<file path="config.mk">
export PLATFORM = sky130hd
export DESIGN_NAME = piso_serializer_flat
export DESIGN_NICKNAME = d
export VERILOG_FILES = /design/src/rtl/piso_serializer_if.sv /design/src/rtl/piso_serializer.sv /design/src/flat_wrapper.sv
export SDC_FILE = /design/constraint.sdc
export NUM_CORES = 1
export LEC_CHECK = 0
export BUFFER_PORTS_ARGS = -buffer_cell sky130_fd_sc_hd__buf_2
export CAP_MARGIN = 20
export CORE_MARGIN = 4
export CORE_UTILIZATION = 50
export DETAILED_ROUTE_END_ITERATION = 16
export PLACE_DENSITY = 0.7
export SYNTH_ARGS = -nofsm -noshare
export SYNTH_HDL_FRONTEND = slang
export SYNTH_SLANG_ARGS = --single-unit
</file>
<file path="constraint.sdc">
create_clock -name clock -period 2.3 [get_ports clock]
set_input_delay 0.115 -clock clock [delete_from_list [all_inputs] [get_ports clock]]
set_output_delay 0.115 -clock clock [all_outputs]
set_load 0.02 [all_outputs]
</file>
<file path="src/rtl/piso_serializer_if.sv">
// Parallel-in / serial-out handshake and serial stream bundle.
interface piso_serializer_if #(
   parameter int unsigned WIDTH = 4
);
   logic             in_valid;
   logic [WIDTH-1:0] in_data;
   logic             in_ready;
   logic             serial_out;
   logic             serial_valid;
   logic             frame_start;
   logic             frame_end;
   logic             busy;

   // Upstream producer / stream observer side.
   modport master (
      output in_valid,
      output in_data,
      input  in_ready,
      input  serial_out,
      input  serial_valid,
      input  frame_start,
      input  frame_end,
      input  busy
   );

   // Serializer side.
   modport slave (
      input  in_valid,
      input  in_data,
      output in_ready,
      output serial_out,
      output serial_valid,
      output frame_start,
      output frame_end,
      output busy
   );
endinterface

</file>
<file path="src/rtl/piso_serializer.sv">
// Parallel-in serial-out serializer with a one-entry holding register,
// optional inter-word gap and first/last-bit framing flags.
module piso_serializer #(
   parameter int unsigned WIDTH     = 4,
   parameter int unsigned MSB_FIRST = 1,
   parameter int unsigned GAP       = 0
) (
   input  logic             clock,
   input  logic             reset,
   piso_serializer_if.slave bus
);

   localparam int unsigned CNT_W = $clog2(WIDTH + 1);
   localparam int unsigned GAP_W = 4;
   localparam logic [CNT_W-1:0] LAST_BIT = CNT_W'(WIDTH - 1);
   localparam logic [GAP_W-1:0] LAST_GAP = GAP_W'(GAP - 1);

   // Reject illegal parameterisations at elaboration.
   if (WIDTH < 2 || WIDTH > 16) begin : g_bad_width
      $error("piso_serializer: WIDTH must be in 2..16");
   end
   if (GAP > 15) begin : g_bad_gap
      $error("piso_serializer: GAP must be in 0..15");
   end

   typedef enum logic [1:0] {
      ST_IDLE  = 2'd0,
      ST_SHIFT = 2'd1,
      ST_GAP   = 2'd2
   } state_t;

   state_t           state_q, state_d;
   logic [WIDTH-1:0] hold_q, hold_d;
   logic             hold_full_q, hold_full_d;
   logic [WIDTH-1:0] shift_q, shift_d;
   logic [CNT_W-1:0] cnt_q, cnt_d;
   logic [GAP_W-1:0] gap_q, gap_d;

   logic in_ready_q, in_ready_d;
   logic serial_out_q, serial_out_d;
   logic serial_valid_q, serial_valid_d;
   logic frame_start_q, frame_start_d;
   logic frame_end_q, frame_end_d;
   logic busy_q, busy_d;

   logic accept_c;
   logic load_c;

   // Advance the shift register by one bit in the configured direction.
   function automatic logic [WIDTH-1:0] shift_once(input logic [WIDTH-1:0] v);
      if (MSB_FIRST != 0) begin
         return {v[WIDTH-2:0], 1'b0};
      end
      return {1'b0, v[WIDTH-1:1]};
   endfunction

   // Bit that leaves the shift register first.
   function automatic logic head_bit(input logic [WIDTH-1:0] v);
      if (MSB_FIRST != 0) begin
         return v[WIDTH-1];
      end
      return v[0];
   endfunction

   assign accept_c = bus.in_valid & in_ready_q;

   // State register and datapath registers.
   always_ff @(posedge clock or negedge reset) begin
      if (!reset) begin
         state_q     <= ST_IDLE;
         hold_q      <= '0;
         hold_full_q <= 1'b0;
         shift_q     <= '0;
         cnt_q       <= '0;
         gap_q       <= '0;
      end else begin
         state_q     <= state_d;
         hold_q      <= hold_d;
         hold_full_q <= hold_full_d;
         shift_q     <= shift_d;
         cnt_q       <= cnt_d;
         gap_q       <= gap_d;
      end
   end

   // Next-state, datapath update and next-cycle output values.
   always_comb begin
      state_d        = state_q;
      hold_d         = hold_q;
      hold_full_d    = hold_full_q;
      shift_d        = shift_q;
      cnt_d          = cnt_q;
      gap_d          = gap_q;
      load_c         = 1'b0;
      in_ready_d     = 1'b0;
      serial_out_d   = 1'b0;
      serial_valid_d = 1'b0;
      frame_start_d  = 1'b0;
      frame_end_d    = 1'b0;
      busy_d         = 1'b0;

      unique case (state_q)
         ST_IDLE: begin
            if (hold_full_q) begin
               load_c  = 1'b1;
               state_d = ST_SHIFT;
            end
         end
         ST_SHIFT: begin
            if (cnt_q == LAST_BIT) begin
               if (GAP != 0) begin
                  gap_d   = '0;
                  state_d = ST_GAP;
               end else if (hold_full_q) begin
                  load_c  = 1'b1;
                  state_d = ST_SHIFT;
               end else begin
                  state_d = ST_IDLE;
               end
            end else begin
               cnt_d   = cnt_q + CNT_W'(1);
               shift_d = shift_once(shift_q);
            end
         end
         ST_GAP: begin
            if (gap_q == LAST_GAP) begin
               if (hold_full_q) begin
                  load_c  = 1'b1;
                  state_d = ST_SHIFT;
               end else begin
                  state_d = ST_IDLE;
               end
            end else begin
               gap_d = gap_q + GAP_W'(1);
            end
         end
         default: begin
            state_d = ST_IDLE;
         end
      endcase

      // Move the held word into the shifter; frees the holding register.
      if (load_c) begin
         shift_d     = hold_q;
         cnt_d       = '0;
         hold_full_d = 1'b0;
      end

      // Accept only into an empty holding register, so never overlaps a load.
      if (accept_c) begin
         hold_d      = bus.in_data;
         hold_full_d = 1'b1;
      end

      in_ready_d = ~hold_full_d;
      busy_d     = (state_d != ST_IDLE) | hold_full_d;
      if (state_d == ST_SHIFT) begin
         serial_valid_d = 1'b1;
         serial_out_d   = head_bit(shift_d);
         frame_start_d  = (cnt_d == '0);
         frame_end_d    = (cnt_d == LAST_BIT);
      end
   end

   // Registered outputs, all cleared by reset.
   always_ff @(posedge clock or negedge reset) begin
      if (!reset) begin
         in_ready_q     <= 1'b0;
         serial_out_q   <= 1'b0;
         serial_valid_q <= 1'b0;
         frame_start_q  <= 1'b0;
         frame_end_q    <= 1'b0;
         busy_q         <= 1'b0;
      end else begin
         in_ready_q     <= in_ready_d;
         serial_out_q   <= serial_out_d;
         serial_valid_q <= serial_valid_d;
         frame_start_q  <= frame_start_d;
         frame_end_q    <= frame_end_d;
         busy_q         <= busy_d;
      end
   end

   assign bus.in_ready     = in_ready_q;
   assign bus.serial_out   = serial_out_q;
   assign bus.serial_valid = serial_valid_q;
   assign bus.frame_start  = frame_start_q;
   assign bus.frame_end    = frame_end_q;
   assign bus.busy         = busy_q;

endmodule

</file>
<file path="src/flat_wrapper.sv">
// flat-port wrapper written by rule: the top's interface ports become plain ports
module piso_serializer_flat 
#(
   parameter int unsigned WIDTH     = 4,
   parameter int unsigned MSB_FIRST = 1,
   parameter int unsigned GAP       = 0
)
  (clock, reset, bus_in_valid, bus_in_data, bus_in_ready, bus_serial_out, bus_serial_valid, bus_frame_start, bus_frame_end, bus_busy);
  piso_serializer_if #(.WIDTH(WIDTH)) bus_i ();
  input  logic clock;
  input  logic reset;
  input wire logic [$bits(bus_i.in_valid)-1:0] bus_in_valid;
  input wire logic [$bits(bus_i.in_data)-1:0] bus_in_data;
  output wire logic [$bits(bus_i.in_ready)-1:0] bus_in_ready;
  output wire logic [$bits(bus_i.serial_out)-1:0] bus_serial_out;
  output wire logic [$bits(bus_i.serial_valid)-1:0] bus_serial_valid;
  output wire logic [$bits(bus_i.frame_start)-1:0] bus_frame_start;
  output wire logic [$bits(bus_i.frame_end)-1:0] bus_frame_end;
  output wire logic [$bits(bus_i.busy)-1:0] bus_busy;
  assign bus_i.in_valid = bus_in_valid;
  assign bus_i.in_data = bus_in_data;
  assign bus_in_ready = bus_i.in_ready;
  assign bus_serial_out = bus_i.serial_out;
  assign bus_serial_valid = bus_i.serial_valid;
  assign bus_frame_start = bus_i.frame_start;
  assign bus_frame_end = bus_i.frame_end;
  assign bus_busy = bus_i.busy;
  piso_serializer #(.WIDTH(WIDTH), .MSB_FIRST(MSB_FIRST), .GAP(GAP)) u_core (.clock(clock), .reset(reset), .bus(bus_i));
endmodule
</file>
## Word-level counts from Yosys, hierarchy flattened

Cells that the tools add are included.

- Bitwise operators: 4
- Equality and inequality tests: 7
- Reductions and logical operators: 6
- $add $sub $neg: 2
- Mux-type cells: 26

Operators with widths:

| operator | count |
|---|---|
| $mux 4 | 4 |
| $mux 1 | 14 |
| $mux 3 | 3 |
| $eq 3x2->1 const B | 2 |
| $mux 2 | 3 |
| $pmux 2 s3 | 1 |
| $add 4x1->4 const B | 1 |
| $eq 2x1->1 const B | 2 |
| $eq 4x4->1 const B | 1 |
| $reduce_and 2->1 | 2 |
| $reduce_bool 2->1 | 2 |
| $add 3x1->3 const B | 1 |
| $logic_not 3->1 | 1 |
| $pmux 1 s3 | 1 |
| $eq 2x2->1 const B | 1 |
| $logic_not 2->1 | 1 |
| $ne 2x1->1 const B | 1 |
| $not 1->1 | 2 |
| $and 1x1->1 | 1 |
| $or 1x1->1 | 1 |

- Input bits: 7
- Output and inout port bits: 6
- Register bits after elaboration: 24
- Logic and storage cells: 58

## Depth between registers and ports, before layout

- Depth after elaboration: 9
- Depth in mapped cells: 7
- Mapped depth without buffers: 7

## Least setup slack after synthesis

OpenSTA, ideal clock, no wires.

- Path kind: register -> register
- Start: reg u_core.state_q[0]
- End: reg u_core.shift_q[1]
- Path slack: 0.326 ns
- Stages on the path, launching flop included: 8
- Arrival: 1.853 ns
- Path buffers: 0
- Data required time: 2.179 ns
- Library setup time: 0.121 ns
- Period minus slack after synthesis: 1.974 ns
- Path through: dfrtp_1 inv_1 ha_1 and4bb_4 a211oi_4 nor2_4 mux2_4 a22o_1

- Longest elaborated chain between the ends: 4
- Elaborated cells on any way between the ends: 8
- Those cells by class: eq/ne (3); mux (2); reduce/logical (3)

Ends and longest elaborated chain:

| element | RTL line | source |
|---|---|---|
| start: declaration | piso_serializer.sv:32 | `state_t state_q, state_d;` |
| start signal: assignment | piso_serializer.sv:77 | `state_q <= state_d;` |
| $eq 2x2->1 (tied with other cells) | piso_serializer.sv:102 | `unique case (state_q)` |
| $pmux 1 s3 | piso_serializer.sv:102 |  |
| $ne 2x1->1 (no source line) or $reduce_bool 2->1 (tied branches) | n/a |  |
| $reduce_and 2->1 (no source line) | n/a |  |
| end signal: assignment | piso_serializer.sv:80 | `shift_q <= shift_d;` |
| end: declaration | piso_serializer.sv:35 | `logic [WIDTH-1:0] shift_q, shift_d;` |

Several ways; a longest one is shown, not always the timed one.
A chain may end at the register's enable or synchronous reset.

## Worst setup path in the final report

Ends and elaborated chain as after synthesis.

==> flow_results.org <==
** Run status
- The flow ran to the end, and the final reports show no timing, DRC or antenna violations.

** Place
- Post-DP HPWL :: 1630 um
- Once placement finished, the instance area stood at 1290 um2.
- Post-placement setup slack :: 0.176 ns
- Routability-driven placement finished with a final weighted congestion of 0.803.
- Port buffering added 12 buffers.

** Timing
- Final period demand of the worst path :: 2.17 ns
- Setup violations remaining at the end of the flow were counted as 0.
- Setup repair after global routing missed its margin :: no
- The number of hold violations in the final report was 0.
- Post-route fraction of the period consumed by the critical path :: 94.4%
- Top achievable clock speed :: 0.461 GHz
- On the final layout, the worst clock skew is 0.00881 ns.
- Max-Slew Margin vs Limit :: 64.8%
- Worst-margin pin slew :: 0.528 ns
- Setup slack on the critical path of the routed design comes to 0.129 ns.
- The number of max-slew violations in the final report was 0.
- Summed over all failing endpoints, the final setup total negative slack is 0 ns.

** Synth
- Count of warnings emitted by yosys :: 0
- Of the synthesized area, sequential elements account for 50.1%.
- Dividing the synthesized area by the synthesized cell count gives 11.6 um2.
- Post-Synthesis Net Count :: 116
- Synthesis inferred 24 register bits.
- The mapped netlist covers 1200 um2.
- Cell count after synthesis :: 103
- Number of unique standard cell types used by synthesis :: 42

** Cells and area
- Antenna diode count :: 0
- After routing the design area is 1340 um2.
- Utilization after layout :: 59.4%
- Final Net Count :: 134
- In the final layout, the multi-input gates occupy 561 um2.
- Layout Area Growth over Synthesis :: 11.8%
- Register area :: 601 um2
- The post-route netlist has 28.3% of its cells at a drive strength greater than 1.
- After filler insertion, the fill cell instance count of the layout stands at 205.

** Power and ir drop
- In this run the power spent charging and discharging nets is 0.000682 W.
- Internal power comes to 0.000998 W.
- Combinational power share :: 48.4%
- Pwr per Cell Area :: 1250 nW/um2
- Sequential cell fraction of total power :: 38.3%
- IR analysis of the VDD net gives a maximum drop of 0.000773 V.
- For this design the static power due to leakage is 0.641 nW.
- In this run, the clock network consumes 13.3% of the power.
- Switching share of power :: 40.6%

** Floorplanning
- Number of top-level pins :: 13
- Die extent in y :: 57.0 um
- For this configuration, the core starts out at a cell density of 53.2%.
- Die width :: 57.0 um
- Row generation in the floorplan step produced 17 rows.
- Std-Cell Core Area :: 2250 um2
- Overall die area :: 3240 um2

** Global routing
- Entering global routing, the biggest net connects 25 pins.
- Number of global-route vias before repair :: 835
- First-pass GRT wire length :: 3800 um
- For this run the aggregate overflow at the end of global routing stands at 0.
- Initial antenna violation count :: 0
- Global routing used 14.7% of the available tracks.

** CTS
- The root buffer cell chosen for the clock tree is clkbuf_4.
- Clock-pin slew was measured on the worst setup and hold paths at 0.14 ns.
- Counting the buffers created by CTS gives 3.
- Clock tree from TritonCTS :: done
- CTS saw 24 sinks.
- Number of buffers between clock root and the deepest sink :: 2
- Number of buffers inserted by post-CTS setup repair :: 0
- Later-pin clock latency in the skew report :: 0.31 ns
- H-tree lvl count :: 1

** Critical path
- Critical path type :: reg2reg
- Measured in cells, the most critical reg-to-reg path has a length of 7.
- Worst path cell trace :: inv_1 -> ha_1 -> and4_2 -> a211oi_4 -> nor2_4 -> mux2_4 -> a22o_1
- Worst setup slack for register-to-register paths :: 0.13 ns
- Of all nets on the critical path, the largest fanout is 10.
- Source of the worst register-to-register timing path :: u_core.state_q[0]
- Stage delay of the slowest cell on the critical path :: 0.41 ns
- The worst setup path is captured at a register.
- The slowest stage of the critical path belongs to the cell dfrtp_1.
- STA puts the critical path data arrival time at 2.38 ns.
- At the worst endpoint, the required time is 2.51 ns.
- Together, buffers and inverters on the worst path number 1.
- In this run the critical register-to-register path is captured at u_core.shift_q[1].
- The critical path crosses 7 cells after its start point.
- CP top delay family :: compound AO/OA/AOI/OAI gates
- Nature of the critical path startpoint :: register

** Detailed routing
- In this run the remaining antenna-violating nets after routing total 0.
- Drc violations :: 0
- Detailed-route wire length per cell :: 15.2 um
- Dividing the detail-routed via count by the number of cells gives 5.65.
- The pre-antenna-repair detailed-routing pass consisted of 5 iterations.
- Via count :: 836
- Iter 0 DRT Violations :: 10
- The routed design has 2240 um of wire.

** Hold path
- Hold Crit Class :: in2reg
- Worst Hold End :: u_core.hold_q[1]
- Worst hold stages :: 2
- Hold path start :: bus_in_data[1]

** Run
- The tool flagged a number of max-cap violations equal to 0.
-- cell usage in the layout (no fill, tap or decap), types with 2 or more instances in the layout --
master and count:
xor2_1 2, buf_2 12, a22o_1 2, mux2_2 7, a21oi_1 4, nand2_1 7, ha_1 6, dfrtp_1 24
nor2_1 4, inv_1 8, nand3_1 4, o21ai_0 4, clkbuf_4 3
-- metrics by stage --
stage	total power [W]	std cells	hold WS, ns
after floorplan	0.00125	103	-0.181
after global placement	0.00141	143	0.121
after detailed placement	0.00144	143	0.127
after CTS	0.00167	148	0.0216
after global routing	0.00181	148	0.00732
final	0.00168	148	0.0221
-- kinds of logic after synthesis --
group / synth area share, %
simple gates: 15.6
flops: 50.1
compound gates: 13.6
buf+inv: 3.65
mux: 8.66
fa+ha+maj: 6.26
xor+xnor: 2.19
-- cell type report --
| cell class | count | share of cell area (%) |
|---|---|---|
| Tap cell | 28 | 2.61 |
| Sequential cell | 24 | 44.8 |
| Multi-Input combinational cell | 70 | 41.8 |
| Clock buffer | 4 | 2.71 |
| Timing Repair Buffer | 14 | 5.79 |
| Inverter | 8 | 2.24 |
-- power groups by stage --
stage	logic, W	registers (W)	clock network, W
6_report	0.000813	0.000643	0.000224
5_1_grt	0.000896	0.000658	0.000251
4_1_cts	0.000801	0.000640	0.000228
3_5_place_dp	0.000795	0.000649	0
3_3_place_gp	0.000766	0.000644	0
2_1_floorplan	0.000563	0.000689	0
-- worst max-delay path by stage --
stage,from,end,slack [ns]
after CTS,u_core.state_q[0],u_core.shift_q[1],0.16
after global routing,u_core.state_q[0],u_core.bus.frame_end,0.02
after detailed placement,u_core.state_q[0],u_core.shift_q[1],0.18
after global placement,u_core.state_q[0],u_core.shift_q[1],0.25
final,u_core.state_q[0],u_core.shift_q[1],0.13
after floorplan,u_core.state_q[0],u_core.shift_q[1],0.33
-- synthesized netlist by cell type --
| master | n | area share [%] |
|---|---|---|
| nand4b_1 | 1 | 0.73 |
| o21ai_0 | 4 | 1.7 |
| nand2_1 | 7 | 2.2 |
| or2b_2 | 1 | 0.73 |
| o22ai_1 | 1 | 0.52 |
| nor2b_1 | 1 | 0.52 |
| ha_1 | 6 | 6.3 |
| a211oi_1 | 1 | 0.63 |
| or3_1 | 1 | 0.52 |
| clkbuf_8 | 1 | 1.1 |
| dfrtp_1 | 24 | 50 |
| a21oi_1 | 4 | 1.7 |
| a31o_2 | 1 | 0.73 |
| a31oi_1 | 1 | 0.52 |
| and3_1 | 1 | 0.52 |
| a221oi_1 | 1 | 0.73 |
| xor2_1 | 2 | 1.5 |
| mux2_2 | 7 | 6.6 |
| mux2i_1 | 1 | 0.84 |
| nor2_4 | 1 | 0.94 |
| mux2_4 | 1 | 1.3 |
| and3_2 | 1 | 0.63 |
| xnor2_1 | 1 | 0.73 |
| o21ai_1 | 1 | 0.42 |
| nand3b_1 | 1 | 0.63 |
| a32o_1 | 1 | 0.84 |
| nand3_1 | 4 | 1.7 |
| o31ai_1 | 1 | 0.63 |
| a311oi_1 | 1 | 0.73 |
| a22oi_1 | 1 | 0.63 |
| nor2_1 | 4 | 1.3 |
| nand2b_1 | 1 | 0.52 |
| and4_2 | 1 | 0.84 |
| and4bb_4 | 1 | 1.4 |
| inv_1 | 8 | 2.5 |
| nor4bb_1 | 1 | 0.84 |
| o32ai_1 | 1 | 0.73 |
| nor3_1 | 1 | 0.42 |
| a211oi_4 | 1 | 1.7 |
| a22o_1 | 2 | 1.5 |
| nand2b_2 | 1 | 0.73 |
| nor4_1 | 1 | 0.52 |
-- sequential cells by signal, indices dropped and copies added, names as in the netlist --
signal	count
u_core.bus.busy	1
u_core.bus.frame_end	1
u_core.hold_q	4
u_core.bus.in_ready	1
u_core.bus.serial_valid	1
u_core.shift_q	4
u_core.hold_full_q	1
u_core.state_q	2
u_core.gap_q	4
u_core.cnt_q	3
u_core.bus.frame_start	1
u_core.bus.serial_out	1
-- per-layer routing --
metal | share of wire [%] | up-vias | GRT usage, % | wire length, um
met2 | 47 | 24 | 24.5 | 1060
met5 | 0 | - | 0 | 0
met3 | 3.9 | 2 | 3.39 | 87
met1 | 48 | 404 | 19.7 | 1080
met4 | 0.53 | 0 | 2.98 | 12
li1 | - | 406 | - | -
-- what timing repair did --
item                       CTS  global route
resized for setup            0             1
hold endpoints to repair    24             0
setup endpoints to repair    0             1
hold buffers                 1             0
Note: power is estimated with default switching activity, not from simulation.
